$ cat config.mk
export PLATFORM = sky130hd
export DESIGN_NAME = lm32_itlb_walker_flat
export DESIGN_NICKNAME = d
export VERILOG_FILES = /design/src/rtl/lm32_itlb_walker_pkg.sv /design/src/rtl/lm32_itlb_walker_if.sv /design/src/rtl/lm32_itlb_walker.sv /design/src/flat_wrapper.sv
export SDC_FILE = /design/constraint.sdc
export NUM_CORES = 1
export LEC_CHECK = 0
export ABC_AREA = 1
export ABC_CLOCK_PERIOD_IN_PS = 4800
export CAP_MARGIN = 0
export CORE_MARGIN = 2
export CORE_UTILIZATION = 40
export DETAILED_ROUTE_END_ITERATION = 10
export PLACE_DENSITY_LB_ADDON = 0.15
export SYNTH_ARGS = -nofsm -noshare
export SYNTH_HDL_FRONTEND = slang
export SYNTH_SLANG_ARGS = --single-unit
$ cat constraint.sdc
create_clock -name clk_i -period 4.8 [get_ports clk_i]
set_input_delay 0.72 -clock clk_i [delete_from_list [all_inputs] [get_ports clk_i]]
set_output_delay 0.72 -clock clk_i [all_outputs]
set_load 0.01 [all_outputs]
$ cat src/rtl/lm32_itlb_walker_pkg.sv
// Shared definitions for the ITLB hardware page-table walker:
// PTE field positions, fault cause codes and walker FSM states.
package lm32_itlb_walker_pkg;

    localparam int unsigned PTE_V_BIT   = 0;
    localparam int unsigned PTE_U_BIT   = 1;
    localparam int unsigned PTE_X_BIT   = 2;
    localparam int unsigned PTE_PFN_MSB = 31;
    localparam int unsigned PTE_PFN_LSB = 12;
    localparam int unsigned PFN_W       = PTE_PFN_MSB - PTE_PFN_LSB + 1;

    typedef enum logic [2:0] {
        CAUSE_NONE        = 3'd0,
        CAUSE_L1_INVALID  = 3'd1,
        CAUSE_L2_INVALID  = 3'd2,
        CAUSE_NO_EXEC     = 3'd3,
        CAUSE_USER_DENIED = 3'd4,
        CAUSE_BUS         = 3'd5
    } fault_cause_e;

    typedef enum logic [2:0] {
        ST_IDLE,
        ST_L1_REQ,
        ST_L1_GAP,
        ST_L2_REQ,
        ST_DONE
    } walk_state_e;

    function automatic logic [PFN_W-1:0] pte_pfn(input logic [31:0] pte);
        return pte[PTE_PFN_MSB:PTE_PFN_LSB];
    endfunction

endpackage

$ cat src/rtl/lm32_itlb_walker_if.sv
// Wishbone classic read-only bus between the ITLB walker (master) and memory.
interface lm32_itlb_walker_if;

    logic [31:0] adr;
    logic        cyc;
    logic        stb;
    logic        we;
    logic [3:0]  sel;
    logic [31:0] dat;
    logic        ack;
    logic        err;

    modport master (output adr, cyc, stb, we, sel, input dat, ack, err);
    modport slave  (input adr, cyc, stb, we, sel, output dat, ack, err);

endinterface

$ cat src/rtl/lm32_itlb_walker.sv
// Two-level page-table walker refilling the instruction TLB on a miss.
// Produces a one-cycle update strobe on success or a fault strobe with cause.
module lm32_itlb_walker
    import lm32_itlb_walker_pkg::*;
#(
    parameter int unsigned page_size      = 4096,
    parameter int unsigned l1_index_width = 10,
    parameter int unsigned l2_index_width = 10,
    parameter int unsigned bus_timeout    = 255
) (
    input  logic        clk_i,
    input  logic        rst_i,
    input  logic        miss_i,
    input  logic [31:0] miss_vaddr_i,
    input  logic        kernel_mode_i,
    input  logic [31:0] ptbr_i,
    input  logic        abort_i,
    output logic        busy_o,
    output logic        upd_valid_o,
    output logic [31:0] upd_vaddr_o,
    output logic [31:0] upd_paddr_o,
    output logic        fault_o,
    output logic [2:0]  fault_cause_o,
    lm32_itlb_walker_if.master wb
);

    localparam int unsigned TMO_W = $clog2(bus_timeout + 1);

    if (page_size != 4096 || l1_index_width + l2_index_width != 20 || bus_timeout == 0) begin : g_bad_cfg
        $error("lm32_itlb_walker: only 4 KiB pages with a 10/10 index split and nonzero timeout are supported");
    end

    walk_state_e        state_q, state_d;
    logic [PFN_W-1:0]   va_q, va_d;
    logic               kernel_q, kernel_d;
    logic [PFN_W-1:0]   l1_base_q, l1_base_d;
    logic [31:0]        adr_q, adr_d;
    logic               req_q, req_d;
    logic               abort_q, abort_d;
    logic [TMO_W-1:0]   tmo_q, tmo_d;
    logic               busy_q, busy_d;
    logic               upd_valid_q, upd_valid_d;
    logic [PFN_W-1:0]   upd_vpn_q, upd_vpn_d;
    logic [PFN_W-1:0]   upd_ppn_q, upd_ppn_d;
    logic               fault_q, fault_d;
    fault_cause_e       cause_q, cause_d;
    fault_cause_e       flt_code;
    logic               timeout;
    logic               aborting;
    logic               unused_bits;

    assign timeout  = req_q && !wb.ack && !wb.err && (tmo_q == TMO_W'(bus_timeout - 1));
    assign aborting = abort_q || abort_i;

    always_comb begin
        state_d     = state_q;
        va_d        = va_q;
        kernel_d    = kernel_q;
        l1_base_d   = l1_base_q;
        adr_d       = adr_q;
        req_d       = req_q;
        abort_d     = abort_q;
        tmo_d       = tmo_q;
        upd_valid_d = 1'b0;
        upd_vpn_d   = upd_vpn_q;
        upd_ppn_d   = upd_ppn_q;
        fault_d     = 1'b0;
        cause_d     = cause_q;
        flt_code    = CAUSE_NONE;

        unique case (state_q)
            ST_IDLE: begin
                abort_d = 1'b0;
                if (miss_i && !abort_i) begin
                    va_d     = miss_vaddr_i[31:12];
                    kernel_d = kernel_mode_i;
                    adr_d    = {ptbr_i[31:12], miss_vaddr_i[31 -: l1_index_width], 2'b00};
                    req_d    = 1'b1;
                    tmo_d    = '0;
                    state_d  = ST_L1_REQ;
                end
            end
            ST_L1_REQ, ST_L2_REQ: begin
                if (abort_i) abort_d = 1'b1;
                // err outranks a coincident ack; an aborted walk still waits out its bus cycle
                if (wb.err || timeout) begin
                    req_d = 1'b0;
                    if (aborting) state_d = ST_IDLE;
                    else          flt_code = CAUSE_BUS;
                end else if (wb.ack) begin
                    req_d = 1'b0;
                    if (aborting) begin
                        state_d = ST_IDLE;
                    end else if (state_q == ST_L1_REQ) begin
                        if (!wb.dat[PTE_V_BIT]) begin
                            flt_code = CAUSE_L1_INVALID;
                        end else begin
                            l1_base_d = pte_pfn(wb.dat);
                            state_d   = ST_L1_GAP;
                        end
                    end else begin
                        if (!wb.dat[PTE_V_BIT])                     flt_code = CAUSE_L2_INVALID;
                        else if (!wb.dat[PTE_X_BIT])                flt_code = CAUSE_NO_EXEC;
                        else if (!kernel_q && !wb.dat[PTE_U_BIT])   flt_code = CAUSE_USER_DENIED;
                        else begin
                            upd_valid_d = 1'b1;
                            upd_vpn_d   = va_q;
                            upd_ppn_d   = pte_pfn(wb.dat);
                            state_d     = ST_DONE;
                        end
                    end
                end else begin
                    tmo_d = tmo_q + TMO_W'(1);
                end
            end
            ST_L1_GAP: begin
                if (abort_i) begin
                    state_d = ST_IDLE;
                end else begin
                    adr_d   = {l1_base_q, va_q[l2_index_width-1:0], 2'b00};
                    req_d   = 1'b1;
                    tmo_d   = '0;
                    state_d = ST_L2_REQ;
                end
            end
            ST_DONE: state_d = ST_IDLE;
            default: state_d = ST_IDLE;
        endcase

        // Faults reuse DONE as their single strobe cycle
        if (flt_code != CAUSE_NONE) begin
            fault_d = 1'b1;
            cause_d = flt_code;
            state_d = ST_DONE;
        end

        busy_d = (state_d != ST_IDLE);
    end

    always_ff @(posedge clk_i or posedge rst_i) begin
        if (rst_i) begin
            state_q     <= ST_IDLE;
            va_q        <= '0;
            kernel_q    <= 1'b0;
            l1_base_q   <= '0;
            adr_q       <= '0;
            req_q       <= 1'b0;
            abort_q     <= 1'b0;
            tmo_q       <= '0;
            busy_q      <= 1'b0;
            upd_valid_q <= 1'b0;
            upd_vpn_q   <= '0;
            upd_ppn_q   <= '0;
            fault_q     <= 1'b0;
            cause_q     <= CAUSE_NONE;
        end else begin
            state_q     <= state_d;
            va_q        <= va_d;
            kernel_q    <= kernel_d;
            l1_base_q   <= l1_base_d;
            adr_q       <= adr_d;
            req_q       <= req_d;
            abort_q     <= abort_d;
            tmo_q       <= tmo_d;
            busy_q      <= busy_d;
            upd_valid_q <= upd_valid_d;
            upd_vpn_q   <= upd_vpn_d;
            upd_ppn_q   <= upd_ppn_d;
            fault_q     <= fault_d;
            cause_q     <= cause_d;
        end
    end

    assign busy_o        = busy_q;
    assign upd_valid_o   = upd_valid_q;
    assign upd_vaddr_o   = {upd_vpn_q, 12'h000};
    assign upd_paddr_o   = {upd_ppn_q, 12'h000};
    assign fault_o       = fault_q;
    assign fault_cause_o = cause_q;

    assign wb.adr = adr_q;
    assign wb.cyc = req_q;
    assign wb.stb = req_q;
    assign wb.we  = 1'b0;
    assign wb.sel = 4'hF;

    assign unused_bits = ^{ptbr_i[11:0], miss_vaddr_i[11:0], wb.dat[11:3]};

endmodule

$ cat src/flat_wrapper.sv
// flat-port wrapper written by rule: the top's interface ports become plain ports
module lm32_itlb_walker_flat import lm32_itlb_walker_pkg::*;
#(
    parameter int unsigned page_size      = 4096,
    parameter int unsigned l1_index_width = 10,
    parameter int unsigned l2_index_width = 10,
    parameter int unsigned bus_timeout    = 255
)
  (clk_i, rst_i, miss_i, miss_vaddr_i, kernel_mode_i, ptbr_i, abort_i, busy_o, upd_valid_o, upd_vaddr_o, upd_paddr_o, fault_o, fault_cause_o, wb_adr, wb_cyc, wb_stb, wb_we, wb_sel, wb_dat, wb_ack, wb_err);
  lm32_itlb_walker_if wb_i ();
  input  logic clk_i;
  input  logic rst_i;
  input  logic miss_i;
  input  logic [31:0] miss_vaddr_i;
  input  logic kernel_mode_i;
  input  logic [31:0] ptbr_i;
  input  logic abort_i;
  output logic busy_o;
  output logic upd_valid_o;
  output logic [31:0] upd_vaddr_o;
  output logic [31:0] upd_paddr_o;
  output logic fault_o;
  output logic [2:0] fault_cause_o;
  output wire logic [$bits(wb_i.adr)-1:0] wb_adr;
  output wire logic [$bits(wb_i.cyc)-1:0] wb_cyc;
  output wire logic [$bits(wb_i.stb)-1:0] wb_stb;
  output wire logic [$bits(wb_i.we)-1:0] wb_we;
  output wire logic [$bits(wb_i.sel)-1:0] wb_sel;
  input wire logic [$bits(wb_i.dat)-1:0] wb_dat;
  input wire logic [$bits(wb_i.ack)-1:0] wb_ack;
  input wire logic [$bits(wb_i.err)-1:0] wb_err;
  assign wb_adr = wb_i.adr;
  assign wb_cyc = wb_i.cyc;
  assign wb_stb = wb_i.stb;
  assign wb_we = wb_i.we;
  assign wb_sel = wb_i.sel;
  assign wb_i.dat = wb_dat;
  assign wb_i.ack = wb_ack;
  assign wb_i.err = wb_err;
  lm32_itlb_walker #(.page_size(page_size), .l1_index_width(l1_index_width), .l2_index_width(l2_index_width), .bus_timeout(bus_timeout)) u_core (.clk_i(clk_i), .rst_i(rst_i), .miss_i(miss_i), .miss_vaddr_i(miss_vaddr_i), .kernel_mode_i(kernel_mode_i), .ptbr_i(ptbr_i), .abort_i(abort_i), .busy_o(busy_o), .upd_valid_o(upd_valid_o), .upd_vaddr_o(upd_vaddr_o), .upd_paddr_o(upd_paddr_o), .fault_o(fault_o), .fault_cause_o(fault_cause_o), .wb(wb_i));
endmodule
; After elaboration in Yosys (flattened, before gate mapping)
; Cells that the tools add are included.
[totals]
reg_bits = 132
latch_bits = 0
mem_bits_rw = 0
romBits = 0
out_inout_bits = 109
wordCells = 102
memories = 0
[classes]
addsub = 1
mul = 0
n_div = 0
magnitude_cmp = 0
n_eq_ne = 10
shifts = 0
mux = 47
bitwise = 4
n_reduce_logical = 26
[op_table]
columns = operator, count
row1 = $mux 32, 2
row2 = $pmux 32 s2, 1
row3 = $mux 3, 20
row4 = $mux 8, 4
row5 = $pmux 8 s3, 1
row6 = $mux 1, 15
row7 = $pmux 3 s3, 1
row8 = $reduce_bool 3->1, 3
row9 = $add 8x1->8 const B, 1
row10 = $eq 8x8->1 const B, 1
row11 = $ne 2x2->1 const B, 4
row12 = $reduce_and 8->1, 1
row13 = $eq 3x2->1 const B, 2
row14 = $reduce_and 6->1, 1
row15 = $logic_and 1x1->1, 5
row16 = $logic_not 1->1, 5
row17 = $reduce_and 5->1, 1
row18 = $not 1->1, 4
row19 = $reduce_and 2->1, 2
row20 = $reduce_and 4->1, 1
row21 = $reduce_bool 2->1, 2
row22 = $eq 3x1->1 const B, 1
row23 = $logic_not 3->1, 1
row24 = $ne 3x2->1 const B, 1
row25 = 7 further kinds, 8

; Logic depth before layout (Yosys ltp)
; Gate-level depths: netlist (run 1).
[depth]
word_depth = 13
depth_mapped = 12
mapped_depth_nobuf = 12

; Worst setup path after synthesis (run 1)
; No wires, ideal clock.
[synth_timing]
path_kind = input port to flip-flop
from = in abort_i
to = reg u_core.upd_ppn_q[0]
t_arrival_ns = 1.610
slack_ns = 3.060
stages = 7
n_path_buf = 1
cell_sequence = inv_1 > nand2_1 > nor2_1 > nand3_2 > clkbuf_1 > nand2_1 > o21ai_1
[synth_between]
elab_chain_len = 3
[synth_rtl]
columns = element, line_no
row1 = start: declaration, flat_wrapper.sv:17  ; input logic abort_i;
row2 = $logic_or 1x1->1, lm32_itlb_walker.sv:53  ; assign aborting = abort_q || abort_i;
row3 = $not 1->1 (no source line), -
row4 = $reduce_and 8->1 (no source line), -
row5 = end signal: assignment, lm32_itlb_walker.sv:168  ; upd_ppn_q <= upd_ppn_d;
row6 = end: declaration, lm32_itlb_walker.sv:44  ; logic [PFN_W-1:0] upd_ppn_q, upd_ppn_d;
; No other way between the ends.
; A chain may end at the register's enable or synchronous reset.

; Worst setup path after layout (run 1)
[layout_timing]
from = in wb_ack
to = reg u_core.upd_ppn_q[15]
[layout_between]
elab_chain_len = 7
[layout_rtl]
columns = element, line_no
row1 = start: declaration, flat_wrapper.sv:30  ; input wire logic [$bits(wb_i.ack)-1:0] wb_ack;
row2 = $logic_not 1->1, lm32_itlb_walker.sv:52  ; assign timeout = req_q && !wb.ack && !wb.err && (tmo_q == TMO_W'(bus_timeout - 1));
row3 = $logic_and 1x1->1 (3 in a row), lm32_itlb_walker.sv:52
row4 = $logic_or 1x1->1, lm32_itlb_walker.sv:86  ; if (wb.err || timeout) begin
row5 = $not 1->1 (no source line), -
row6 = $reduce_and 8->1 (no source line) *, -
; Mark *: on every way between the ends. The rest lies on a longest branch, timed or not.

==> results_dict.tcl, run 1 <==
set metrics [dict create \
    status "finished, final reports clean" \
    min-delay-path-class "reg2reg" \
    cts_made_buffers 17 \
    hold_buffers 0 \
    antenna_left 0 \
    syn_to_final_growth_pct 36.37 \
    maxCapViolCount 0 \
    ys.warnings.count 0 \
    syn_avg_cell_area_um2 8.699 \
    tns_ps 0 \
    fin_crit_ps 2994 \
    antenna_found_initial 0 \
    drt-vias-per-instance 4.749 \
    grt_pass1_wl_um 23250 \
    fin_util_pct 55.80 \
    grt-ovfl-total 0 \
    setup_viol 0 \
    fp.dieH_um 123.2 \
    grt_pass1_vias 4695 \
    worstMarginPinSlew_ps 1072 \
    power_density_mw_per_mm2 571.7 \
    drtIter0Drc 344 \
    slowest_stage "nand3_2" \
    hold_violations 0 \
    cp-end-kind "flop" \
    drt_wl_total_um 14330 \
    path_buf_inv 3 \
    holdPathStages 2 \
    hold-worst-slack_ps 472.0 \
    worst-r2r-cell-count 9 \
    hpwl_um 10040 \
    worstPathMaxFanout 41 \
    port_buffers 147 \
    antenna_cells 0 \
    worstReg2RegStart "u_core.tmo_q[0]" \
    coreArea_mm2 0.01388 \
    drcViolationCount 0 \
    critPathKind "in2reg" \
    fmax_ghz 0.3340 \
    place_area_mm2 0.007178 \
    gp_congestion 0.8354 \
    worstSkewPairLatency_ps 410 \
    grt_start_max_net_pins 76 \
    hold_end "u_core.fault_cause_o[0]" \
    synthTopCellsByArea "dfrtp_1, nand2_1, o21ai_0" \
    ys_top_cells_by_count "nand2_1, dfrtp_1, o21ai_0, inv_1, nor2_1" \
    clk_pin_slew_ps 50 \
    drtPass1Iterations 5 \
    async_flop_share_pct 100.0 \
    cts_setup_buffers 0 \
    startpoint_type "primary input" \
    synth.most_common_cell "nand2_1" \
    syn_inst 653 \
    root_buffer "clkbuf_16" \
    synth_top_area_share_pct 57.27 \
    netlist_area_mm2 0.005680 \
    nets 896 \
    fin_crit_sh_pct 62.37 \
    worstHoldStart "u_core.fault_cause_o[0]" \
    synth_sequential_area_ratio_pct 57.27 \
    r2r_slack_ps 2160 \
    clock-sinks 130 \
    rsz0062_at_grt "false" \
    power.leakage_nw 3.639 \
    synth-edff-count 0 \
    io_pins 212 \
    slowest_delay_ps 740 \
    cts_tree "built" \
    crit_start "wb_ack" \
    clock-skew-final_ps 6.307 \
    arrival_ps 3270 \
    path_delay_family "buffers and inverters" \
    drive_gt1_share_pct 5.237 \
    vdd_drop_max_uv 276.8 \
    start_util_pct 40.92 \
    crit_top_cell "nand2_1" \
    path_cells "clkdlybuf4s50_1 -> inv_2 -> nand2_1 -> nor2_2 -> a21oi_4 -> nand3_2 -> buf_4 -> nand2_1 -> o21ai_1" \
    ctsResizeCount 0 \
    die-width_um 123.2 \
    cp.required_ps 5080 \
    grt_util_all_layers_pct 20.11 \
    cts_max_path_buffers 2 \
    vias 4664 \
    htreeDepth 4 \
    finalMaxSlewViolations 0 \
    std_cell_rows 43 \
    synth.distinct_cells 26 \
    fin_area_mm2 0.007746 \
    reg2reg_to "u_core.upd_ppn_q[15]" \
    synth-seq-cells 130 \
    die_area_mm2 0.01517 \
    relSlewSlack_pct 28.43 \
    ys.flop_type "dfrtp_1" \
    routedWlPerCell_um 14.60 \
    yosys.area.top_type "dfrtp_1" \
]
## tightest hold or removal path: cells and delay by family (launching register included)
kind | cells | cell delay, ps
DFF | 1 | 340
and+or+nand+nor | 2 | 100
## cell type report
cell class / instances / area (um2)
sequential: 130 / 3253
clock inverter: 3 / 45.04
inverter: 66 / 250.2
tap: 180 / 225.2
fill: 1323 / 6135
timing repair buffer: 151 / 1514
clock buffer: 27 / 523.0
multi-input combinational: 425 / 1936
## metal layers
| layer | global-route usage [%] | vias up | share of wire [%] |
|---|---|---|---|
| li1 | - | 2301 | - |
| met1 | 25.95 | 2204 | 44 |
| met2 | 32.21 | 143 | 48 |
| met3 | 6.089 | 16 | 6.3 |
| met4 | 7.031 | 0 | 1.5 |
| met5 | 0 | - | 0 |
## cell usage in the layout, fill, tap and decap left out, drive strengths merged
master / netlist / routed
a21oi: 1 / 1
buf: 35 / 4
bufinv: 0 / 1
clkbuf: 26 / 27
clkdlybuf4s50: 0 / 147
clkinv: 1 / 1
clkinvlp: 0 / 2
conb: 2 / 31
dfrtp: 130 / 130
ha: 2 / 2
inv: 65 / 65
nand2: 169 / 169
nand3: 21 / 21
nand3b: 1 / 1
nand4: 6 / 6
nor2: 58 / 58
nor3: 1 / 1
o211ai: 1 / 1
o21ai: 110 / 110
o22ai: 1 / 1
o31ai: 20 / 20
xor2: 3 / 3
## metrics by stage
step                      worst slack (ps)  instances  power, mW
after floorplan                      610.7        682      2.488
after global placement                1447        952      3.180
after detailed placement              1424        952      3.228
after CTS                             1849        982      4.478
after global routing                  1646        982      4.737
final                                 1806        982      4.428
## cells by family after synthesis
logic type	synth area share, %
xor gates and xnor gates	0.4626
adders and majority gates	0.4405
DFF	57.27
other	0.1322
and+or+nand+nor	18.22
buffers and inverters	10.62
AOI/OAI and AO/OA	12.86
## state kept, by name, indices dropped and copies added, names as in the netlist, 3 cells and up
signal,cells
u_core.upd_vpn_q,20
u_core.tmo_q,8
u_core.fault_cause_o,3
u_core.upd_ppn_q,20
u_core.va_q,20
u_core.wb.adr,30
u_core.state_q,3
u_core.l1_base_q,20
## worst max path at each step
| stage | endpoint | slack, ps | depth (start not counted) |
|---|---|---|---|
| floorplan | u_core.abort_q | 610 | 1 |
| global placement | u_core.upd_ppn_q[19] | 1450 | 9 |
| detailed placement | u_core.upd_ppn_q[15] | 1420 | 9 |
| CTS | u_core.upd_ppn_q[15] | 1850 | 9 |
| global route | u_core.upd_ppn_q[16] | 1650 | 9 |
| finish | u_core.upd_ppn_q[15] | 1810 | 9 |
## power by group
part	switching (mW)	internal, mW	total [mW]
clock network	0.433	0.789	1.22
logic	0.740	0.703	1.44
registers	0.235	1.53	1.76
total	1.41	3.02	4.43
(Power assumes the default switching activity.)
==> inputs of run 2 (changes only) <==
- ABC_CLOCK_PERIOD_IN_PS: 4800 -> 3100
- clock period: 4.8 -> 3.1 ns (I/O delays scaled with it)
==> run 2 against run 1 <==
Non-clock buffer count increased by 5. Clock skew increased by 1.4 ps. Sequential share of layout area decreased by 0.28 points. Sequential cell count unchanged. Largest power group unchanged. Die area unchanged. Critical path depth decreased by 1. Combinational power increased by 56%. Sequential power increased by 55%.
==> results_dict.tcl, run 2 (synthesized netlist as in run 1, its figures left out) <==
set metrics [dict create \
    coreArea_mm2 0.01388 \
    fin_util_pct 56.17 \
    min-delay-path-class "reg2reg" \
    start_util_pct 40.92 \
    largest_reg_flops 30 \
    drtPass1Iterations 5 \
    hold_violations 0 \
    grt_pass1_vias 4490 \
    grt_util_all_layers_pct 19.19 \
    drtIter0Drc 462 \
    maxCapViolCount 0 \
    worstSkewPairLatency_ps 410 \
    fmax_ghz 0.5064 \
    arrival_ps 2250 \
    clk_pin_slew_ps 60 \
    power_density_mw_per_mm2 886.9 \
    cts_made_buffers 17 \
    cp-end-kind "flop" \
    place_ws_ps 815.7 \
    antenna_cells 0 \
    final_cell_mix "nand2_1, clkdlybuf4s50_1, dfrtp_1, o21ai_0, inv_1" \
    die-width_um 123.2 \
    vdd_drop_max_uv 439.8 \
    clock-sinks 130 \
    hold_buffers 0 \
    tns_ps 0 \
    path_delay_family "buffers and inverters" \
    worstHoldStart "u_core.fault_cause_o[0]" \
    std_cell_rows 43 \
    rsz0062_at_grt "false" \
    hold-worst-slack_ps 470.7 \
    slowest_delay_ps 430 \
    grt_pass1_wl_um 22410 \
    antenna_left 0 \
    place_area_mm2 0.007217 \
    die_area_mm2 0.01517 \
    worst-r2r-cell-count 8 \
    startpoint_type "flop" \
    grt-ovfl-total 0 \
    final_common_cell "nand2_1" \
    routedWlPerCell_um 14.16 \
    fp.dieH_um 123.2 \
    worstMarginPinSlew_ps 727.6 \
    holdPathStages 2 \
    power.leakage_nw 3.664 \
    worstPathMaxFanout 31 \
    antenna_found_initial 0 \
    htreeDepth 4 \
    path_buf_inv 3 \
    cp.required_ps 3380 \
    fin_crit_sh_pct 63.70 \
    fin_ws_ps 1125 \
    hpwl_um 9727 \
    vias 4681 \
    drt-vias-per-instance 4.733 \
    critPathKind "reg2reg" \
    drt_wl_total_um 14000 \
    setup_viol 0 \
    drive_gt1_share_pct 6.428 \
    grt_start_max_net_pins 131 \
    reg2reg_to "u_core.wb.adr[9]" \
    io_pins 212 \
    syn_to_final_growth_pct 37.27 \
    fin_area_mm2 0.007797 \
    finalMaxSlewViolations 0 \
    clock-skew-final_ps 7.671 \
    cts_tree "built" \
    port_buffers 147 \
    status "finished, final reports clean" \
    gp_congestion 0.9060 \
    path_cells "nor2_1 -> nand2_1 -> buf_4 -> inv_1 -> buf_4 -> nand2_1 -> o21ai_0 -> o21ai_0" \
    root_buffer "clkbuf_16" \
    nets 901 \
    worstReg2RegStart "u_core.state_q[0]" \
    hold_end "u_core.fault_cause_o[0]" \
    ctsResizeCount 0 \
    relSlewSlack_pct 51.50 \
    slowest_stage "dfrtp_1" \
    cts_setup_buffers 0 \
    cts_max_path_buffers 2 \
    drcViolationCount 0 \
    r2r_slack_ps 1130 \
    fin_crit_ps 1975 \
    fillers 1258 \
]
## run 2: cell type report
cell class	instances	area [um2]	share of cell area [%]
repair buffers	156	1551	19.90
inverters	66	251.5	3.225
multi-input cells	425	1936	24.82
flip-flops and latches	130	3253	41.72
clock buffers	19	442.9	5.680
well taps	180	225.2	2.888
clock inverters	13	137.6	1.765
## run 2: power breakdown
group          internal [mW]  switching (mW)
registers               2.36           0.354
clock network           1.20           0.750
logic                   1.10            1.14
total                   4.67            2.25
## run 2: per-layer routing
layer / track usage, % / vias up / routed length (um)
met3: 6.227 / 33 / 1045
li1: - / 2315 / -
met5: 0 / - / 0
met4: 7.528 / 0 / 365
met1: 26.49 / 2156 / 6328
met2: 28.06 / 177 / 6261
## run 2: worst max path at each step
stage,start,depth (start not counted),end,slack (ps)
floorplan,rst_i,1,u_core.abort_q,1030
global placement,wb_ack,10,u_core.upd_vpn_q[18],850
detailed placement,wb_ack,9,u_core.upd_vpn_q[12],820
CTS,u_core.state_q[0],8,u_core.wb.adr[9],1130
global route,u_core.state_q[0],8,u_core.wb.adr[9],920
finish,u_core.state_q[0],8,u_core.wb.adr[9],1130
## run 2: worst min-delay path, delay by kind of cell, from the launching register on
family	cells	cell delay, ps
and+or+nand+nor	2	90
DFF	1	340
## run 2: per-stage QoR
step	instances	power [mW]
after floorplan	682	3.853
after global placement	957	4.936
after detailed placement	957	4.998
after CTS	989	6.982
after global routing	989	7.378
final	989	6.916
==> inputs of run 3 (changes only) <==
- ABC_CLOCK_PERIOD_IN_PS: 3100 -> 1900
- clock period: 3.1 -> 1.9 ns (I/O delays scaled with it)
==> run 3 against run 2 <==
Clock power rose by 62%. Final cell count is 1.2% higher. Sequential power up 63%. Fmax grew 15%. Register-to-register slack worse by 940 ps. Clock-buffer cell count did not move. Sequential cell count unchanged. Global-route usage is 0.43 points higher. Clock skew grew 1.9 ps. Critical endpoint is now u_core.upd_vpn_q[14]. Highest routed layer unchanged.
==> results_dict.tcl, run 3 (synthesized netlist as in run 1, its figures left out) <==
set metrics [dict create \
    slowest_stage "dfrtp_1" \
    gp_congestion 0.8434 \
    arrival_ps 2010 \
    worstSkewPairLatency_ps 420 \
    cts_setup_buffers 0 \
    seqPwrFrac_pct 38.7 \
    drt-vias-per-instance 4.649 \
    nets 913 \
    hold_violations 0 \
    start_util_pct 40.92 \
    routedWlPerCell_um 14.07 \
    port_buffers 147 \
    relSlewSlack_pct 66.05 \
    coreArea_mm2 0.01388 \
    antenna_left 0 \
    fmax_ghz 0.5843 \
    swShare_pct 32.09 \
    clkPwrFrac_pct 27.6 \
    finalMaxSlewViolations 0 \
    hold_buffers 0 \
    grt_pass1_wl_um 22790 \
    std_cell_rows 43 \
    antenna_cells 0 \
    die-width_um 123.2 \
    grt_util_all_layers_pct 19.62 \
    drt_wl_total_um 14090 \
    cts_tree "built" \
    hpwl_um 10030 \
    io_pins 212 \
    slowest_delay_ps 350 \
    fin_util_pct 57.24 \
    cp.required_ps 2200 \
    rsz0062_at_grt "false" \
    vias 4654 \
    root_buffer "clkbuf_16" \
    power_density_mw_per_mm2 1439 \
    die_area_mm2 0.01517 \
    power.leakage_nw 3.757 \
    cp-end-kind "flop" \
    startpoint_type "flop" \
    fin_crit_ps 1712 \
    fin_crit_sh_pct 90.08 \
    cts_made_buffers 17 \
    worstMarginPinSlew_ps 509.2 \
    worstPathMaxFanout 21 \
    grt-ovfl-total 0 \
    clock-sinks 130 \
    final_cell_mix "nand2_1, clkdlybuf4s50_1, dfrtp_1, o21ai_0, inv_1" \
    ctsResizeCount 0 \
    setup_viol 0 \
    clock-skew-final_ps 9.602 \
    pwr-share-comb_pct 33.7 \
    drcViolationCount 0 \
    drtPass1Iterations 7 \
    path_cells "inv_1 -> ha_1 -> nand3_1 -> nor2_2 -> a21oi_4 -> nand3_2 -> buf_4 -> nand2_1 -> o21ai_1" \
    largest_reg_flops 30 \
    drtIter0Drc 306 \
    clk_pin_slew_ps 60 \
    p_switching_mw 3.669 \
    power.internal_mw 7.766 \
    cts_max_path_buffers 2 \
    worst-r2r-cell-count 9 \
    hold-worst-slack_ps 366.6 \
    grt_start_max_net_pins 96 \
    fin_area_mm2 0.007945 \
    maxCapViolCount 0 \
    min-delay-path-class "in2async" \
    antenna_found_initial 0 \
    final_common_cell "nand2_1" \
    vdd_drop_max_uv 792.5 \
    status "finished, final reports clean" \
    htreeDepth 4 \
    critPathKind "reg2reg" \
    place_area_mm2 0.007370 \
    fp.dieH_um 123.2 \
    syn_to_final_growth_pct 39.87 \
    drive_gt1_share_pct 7.795 \
    grt_pass1_vias 4649 \
]
[run 3: layer usage]
layer  vias up  track usage, %  part of all wire, %
met1      2172           25.76                   46
li1       2332               -                    -
met3        25           6.135                  6.0
met2       125           30.53                   46
met4         0           7.386                  2.0
met5         -               0                    0
[run 3: metrics by stage]
| stage | power, mW | cells | TNS [ps] | setup slack, ps |
|---|---|---|---|---|
| after floorplan | 6.286 | 682 | 0 | 5.778 |
| after global placement | 8.243 | 969 | -478.1 | -32.06 |
| after detailed placement | 8.335 | 969 | -403.3 | -44.03 |
| after CTS | 11.57 | 1001 | 0 | 148.3 |
| after global routing | 12.21 | 1001 | 0 | 36.42 |
| final | 11.44 | 1001 | 0 | 188.5 |
[run 3: critical path: cells and delay by family, from the launching register on]
| kind | cells | cell delay (ps) |
|---|---|---|
| simple gates | 4 | 420 |
| flops | 1 | 350 |
| buf+inv | 2 | 340 |
| compound gates | 2 | 270 |
| fa+ha+maj | 1 | 200 |
[run 3: power by group through the flow]
stage | sequential, mW | combinational [mW] | clock, mW
global placement | 4.43 | 3.81 | 0
detailed placement | 4.46 | 3.88 | 0
global route | 4.56 | 4.32 | 3.33
finish | 4.43 | 3.86 | 3.15
floorplan | 4.64 | 1.64 | 0
CTS | 4.44 | 3.90 | 3.23
[run 3: path summary, 6_finish.rpt]
check	end	startpoint	slack, ps
max in group asynchronous	u_core.l1_base_q[13]	rst_i	1130
worst min register to register	u_core.wb.adr[30]	u_core.wb.adr[30]	480
min in group clk_i	u_core.upd_ppn_q[19]	wb_dat[31]	420
worst min-delay path	u_core.kernel_q	rst_i	370
worst max-delay path	u_core.upd_vpn_q[14]	u_core.tmo_q[0]	190
worst max register to register	u_core.upd_vpn_q[14]	u_core.tmo_q[0]	190
[run 3: area by class of cell]
type                       count  area [um2]
fill                        1276        5936
sequential                   130        3253
multi-input combinational    425        1936
timing repair buffer         168        1704
clock buffer                  19       442.9
inverter                      66       251.5
tap                          180       225.2
clock inverter                13       132.6
